$ cat src/rtl/alu_input_loader.sv
// ALU front-end: synchronises and debounces three buttons, and on each clean press
// captures the slide switches into operand A, operand B or the opcode register.
module alu_input_loader #(
  parameter int NB_DATA         = 4,
  parameter int NB_OP           = 6,
  parameter int NB_SW           = 8,
  parameter int DEBOUNCE_CYCLES = 1000000
) (
  input  logic               clk,
  input  logic               i_rst_n,
  input  logic [NB_SW-1:0]   i_sw,
  input  logic               i_btn_a,
  input  logic               i_btn_b,
  input  logic               i_btn_op,
  output logic [NB_DATA-1:0] o_datoA,
  output logic [NB_DATA-1:0] o_datoB,
  output logic [NB_OP-1:0]   o_operation,
  output logic               o_update
);

  localparam int CW = $clog2(DEBOUNCE_CYCLES + 1);
  localparam logic [CW-1:0] CNT_LAST = CW'(DEBOUNCE_CYCLES - 1);
  localparam logic [NB_OP-1:0] OP_RESET = NB_OP'(6'b100000);

  // Bit 0 = operand A, bit 1 = operand B, bit 2 = opcode.
  logic [2:0] btn_raw;
  logic [2:0] sync0_q, sync1_q;
  logic [2:0] deb_q, deb_d;
  logic [2:0] deb_dly_q;
  logic [2:0] press;
  logic [CW-1:0] cnt_q [3];
  logic [CW-1:0] cnt_d [3];

  logic [NB_DATA-1:0] dato_a_q, dato_a_d;
  logic [NB_DATA-1:0] dato_b_q, dato_b_d;
  logic [NB_OP-1:0]   op_q, op_d;
  logic               update_q, update_d;

  // Switch bits above the register width are intentionally ignored.
  logic unused_sw;
  assign unused_sw = ^i_sw;

  assign btn_raw = {i_btn_op, i_btn_b, i_btn_a};

  // A level change is accepted only after DEBOUNCE_CYCLES consecutive differing samples.
  always_comb begin
    for (int i = 0; i < 3; i++) begin
      deb_d[i] = deb_q[i];
      cnt_d[i] = '0;
      if (sync1_q[i] != deb_q[i]) begin
        if (cnt_q[i] == CNT_LAST) begin
          deb_d[i] = sync1_q[i];
        end else begin
          cnt_d[i] = cnt_q[i] + 1'b1;
        end
      end
    end
  end

  assign press = deb_q & ~deb_dly_q;

  always_comb begin
    dato_a_d = dato_a_q;
    dato_b_d = dato_b_q;
    op_d     = op_q;
    update_d = |press;
    if (press[0]) dato_a_d = i_sw[NB_DATA-1:0];
    if (press[1]) dato_b_d = i_sw[NB_DATA-1:0];
    if (press[2]) op_d     = i_sw[NB_OP-1:0];
  end

  always_ff @(posedge clk) begin
    if (!i_rst_n) begin
      sync0_q   <= '0;
      sync1_q   <= '0;
      deb_q     <= '0;
      deb_dly_q <= '0;
      for (int i = 0; i < 3; i++) cnt_q[i] <= '0;
      dato_a_q  <= '0;
      dato_b_q  <= '0;
      op_q      <= OP_RESET;
      update_q  <= 1'b0;
    end else begin
      sync0_q   <= btn_raw;
      sync1_q   <= sync0_q;
      deb_q     <= deb_d;
      deb_dly_q <= deb_q;
      for (int i = 0; i < 3; i++) cnt_q[i] <= cnt_d[i];
      dato_a_q  <= dato_a_d;
      dato_b_q  <= dato_b_d;
      op_q      <= op_d;
      update_q  <= update_d;
    end
  end

  assign o_datoA     = dato_a_q;
  assign o_datoB     = dato_b_q;
  assign o_operation = op_q;
  assign o_update    = update_q;

endmodule

$ cat config.mk
export PLATFORM = sky130hd
export DESIGN_NAME = alu_input_loader
export DESIGN_NICKNAME = d
export VERILOG_FILES = /design/src/rtl/alu_input_loader.sv
export SDC_FILE = /design/constraint.sdc
export NUM_CORES = 1
export LEC_CHECK = 0
export CORE_ASPECT_RATIO = 1.4
export CORE_UTILIZATION = 62
export DETAILED_ROUTE_END_ITERATION = 16
export DONT_BUFFER_PORTS = 1
export GPL_ROUTABILITY_DRIVEN = 0
export PLACE_DENSITY_LB_ADDON = 0.25
export SYNTH_ARGS = -nofsm -noshare
export SYNTH_HDL_FRONTEND = slang
export SYNTH_SLANG_ARGS = --single-unit
$ cat constraint.sdc
create_clock -name clk -period 2.4 [get_ports clk]
set_input_delay 0.24 -clock clk [delete_from_list [all_inputs] [get_ports clk]]
set_output_delay 0.24 -clock clk [all_outputs]
set_load 0.01 [all_outputs]
==> impl_results.md <==
* Post-route ant nets at 0
* Worst-Margin Slew at just over 500 ps
* Port bufs at 0
* CTS root buffer: clkbuf_8
* Setup Skew at 8.32 ps
* Max Cap Violations at 0
* FMAX at between 500 and 600 MHz
* Post-Syn Area at about 3700 um^2
* Place WS at ~460 ps
* Worst-path clk slew at roughly 90 ps
* Post-route setup slack at roughly 460 ps
* Hold Path Class: in -> reg
* Pre-antenna DRT Iters at 4
* Main combinational cell family by area after synthesis: simple AND/OR/NAND/NOR gates
* Die Footprint at ~6200 um^2
* Startpoint types: flip-flop
* Final setup violating endpoints at 0
* Final Slew Violations at 0
* CP Max Fanout at 16
* Compound-cell area share of the yosys netlist at 0.0643
* Skew-Pair Late Insertion Delay at 360 ps
* Post-synthesis adder-cell area fraction at 0.0102
* H-tree Lvls at 3
* Initial antenna violation count at 0
* Yosys warning count at 0
* Total CTS buffers at 9
* Vias per cell at about 5.8
* Fin util at 0.724
* Clock Sinks at 87
* Syn avg cell area at around 9 um^2
* Routed via count at between 2000 and 3000
* Die Y at slightly above 90 um
* Post-synthesis mux area share at 0.0354
* Placement-stage cell area at roughly 3800 um^2
* Slowest Stage Delay on Critical Path at 560 ps
* Die width at roughly 67 um
* Share of post-route cells with drive strength above 1 at 0.0708
* CP cell instances: or3b_1 > or4_4 > o21ai_4 > nor2_1
* Area occupied by multi-input gates at roughly 1800 um^2
* Commonest non-fill, non-tap cells in the layout: dfxtp_1, nor2_1, xnor2_1
* Layout net count at between 400 and 500
* Leak at around 1.3 nW
* TNS Setup at 0 ps
* Most common cell after layout, fill and taps aside: dfxtp_1
* Crit path max-delay cell type: or4_4
* Simple-gate share of the synthesized area at 0.285
* Pin count of the biggest net entering global routing at 21
* Critical Path RT at roughly 2600 ps
* Seq/Total Area, Yosys at 0.474
* Primary FF master, synth: dfxtp_1
* Gr usage total at 0.238
* Netlist cell types at 45
* Total grt overflow at 0
* Setup CP Type: reg -> reg
* Row cnt at 32
* Post-DR wirelength/cell at 13.7 um
* Initial Util at 0.656
* Fillers at roughly 420
* Reg area at around 1700 um^2
* FF+latch count, synth at just under 90
* Async S/R FF share, synth at 0
* Arr. time, crit path at approximately 2200 ps
* CTS tree: built
* Pwr Density at about 650 nW/um^2
* Crit path time final at 1940 ps
* Antenna diodes at 0
* Layout overhead on the synthesized area at 10.4%
* Final instance area at about 4100 um^2
* Post-Syn Instances at roughly 400
* Slew margin rel. at 0.662
* Boundary Pins at 28
* Crit share post-route at 0.807
* Unrepaired setup endpoints after global routing: no
* Vias in the first global route at 2654
* First-pass GRT wire length at about 11 mm
* Post-synth EDFFs at 0
* Initial DRC count at around 140
* XOR/XNOR share of the synthesized area at 0.105
* Status: complete, no violations
* Syn Nets at between 400 and 500
* Worst ir drop on vdd at 0.379 mV
* DPL Wire Length at 4.61 mm
* Final WL at 6.73 mm
* Critical Path End Type: flip-flop
* Remaining DRCs at 0
* Final Hold Vio Count at 0
* Core footprint at roughly 5600 um^2
* Clk buf depth at 2
## cell families (layout without fill, tap and decap cells)
| kind of cell | after synthesis | after routing |
|---|---|---|
| buffers and inverters | 22 | 42 |
| AOI/OAI and AO/OA | 35 | 35 |
| muxes | 13 | 13 |
| adders and majority gates | 3 | 3 |
| xor gates and xnor gates | 44 | 44 |
| and+or+nand+nor | 200 | 200 |
| DFF | 87 | 87 |
## synth_stat cells (4+ instances only)
library cell	instances	share of area
dfxtp_1	87	0.47
nor2_1	62	0.063
xnor2_1	33	0.079
nand2_1	32	0.033
nand3_1	20	0.027
a21oi_1	16	0.022
nand4_1	14	0.024
mux2i_1	13	0.035
nor3_1	13	0.018
inv_1	12	0.012
xor2_1	11	0.026
and2_1	9	0.015
nor4_1	9	0.015
o31ai_1	7	0.014
or4_1	7	0.014
and3_1	6	0.010
nor4b_1	6	0.014
o21ai_0	5	0.0068
clkbuf_1	4	0.0041
or3_1	4	0.0068
## layer usage
metal  track usage  up-vias  share of wire
met1         0.271     1371           0.43
met2         0.413       44           0.52
met3        0.0488       17          0.025
met5             0        -              0
li1              -     1435              -
met4         0.112        0          0.020
## power by group
group	total, W	internal [W]	switching [W]	leakage (nW)
clock	0.00115	0.000600	0.000548	0.108
combinational	0.0000359	0.0000172	0.0000187	0.475
sequential	0.00145	0.00145	0.00000370	0.702
total	0.00264	0.00207	0.000571	1.29
## cell type report
class / instances / area share
flip-flops and latches: 87 / 0.429
repair buffers: 13 / 0.0290
well taps: 68 / 0.0210
inverters: 13 / 0.0120
multi-input cells: 295 / 0.453
clock buffers: 9 / 0.0305
clock inverters: 7 / 0.0256
## stage by stage
step                      total power (W)  hold slack [ps]  instances
after floorplan                   0.00151              364        404
after global placement            0.00151              314        468
after detailed placement          0.00151              324        468
after CTS                         0.00266            0.124        492
after global routing              0.00273             3.86        492
final                             0.00264             7.46        492
## worst max-delay path, delay by kind of cell, from the launching register on
| kind | cells | cell delay [ps] |
|---|---|---|
| DFF | 1 | 370 |
| and+or+nand+nor | 3 | 1050 |
| AOI/OAI and AO/OA | 1 | 390 |
## what timing repair did
action,in CTS,in global routing
resized for setup,0,0
hold buffers,8,0
setup buffers,0,0
hold endpoints to repair,9,0
## path summary, 6_finish.rpt
check,from,endpoint,slack [ps],depth (start not counted)
worst min register to register,sync0_q[1],sync1_q[1],440,1
worst max register to register,cnt_q[0][8],cnt_q[0][10],460,4
worst min-delay path,i_sw[5],o_operation[5],7,2
worst max-delay path,cnt_q[0][8],cnt_q[0][10],460,4
## flip-flops by register name, summed over array words and instances (netlist names)
| register | count |
|---|---|
| cnt_q | 60 |
| o_operation | 6 |
| o_datoA | 4 |
| o_datoB | 4 |
| deb_dly_q | 3 |
| deb_q | 3 |
| sync0_q | 3 |
| sync1_q | 3 |
| o_update | 1 |
(Power assumes the default switching activity.)
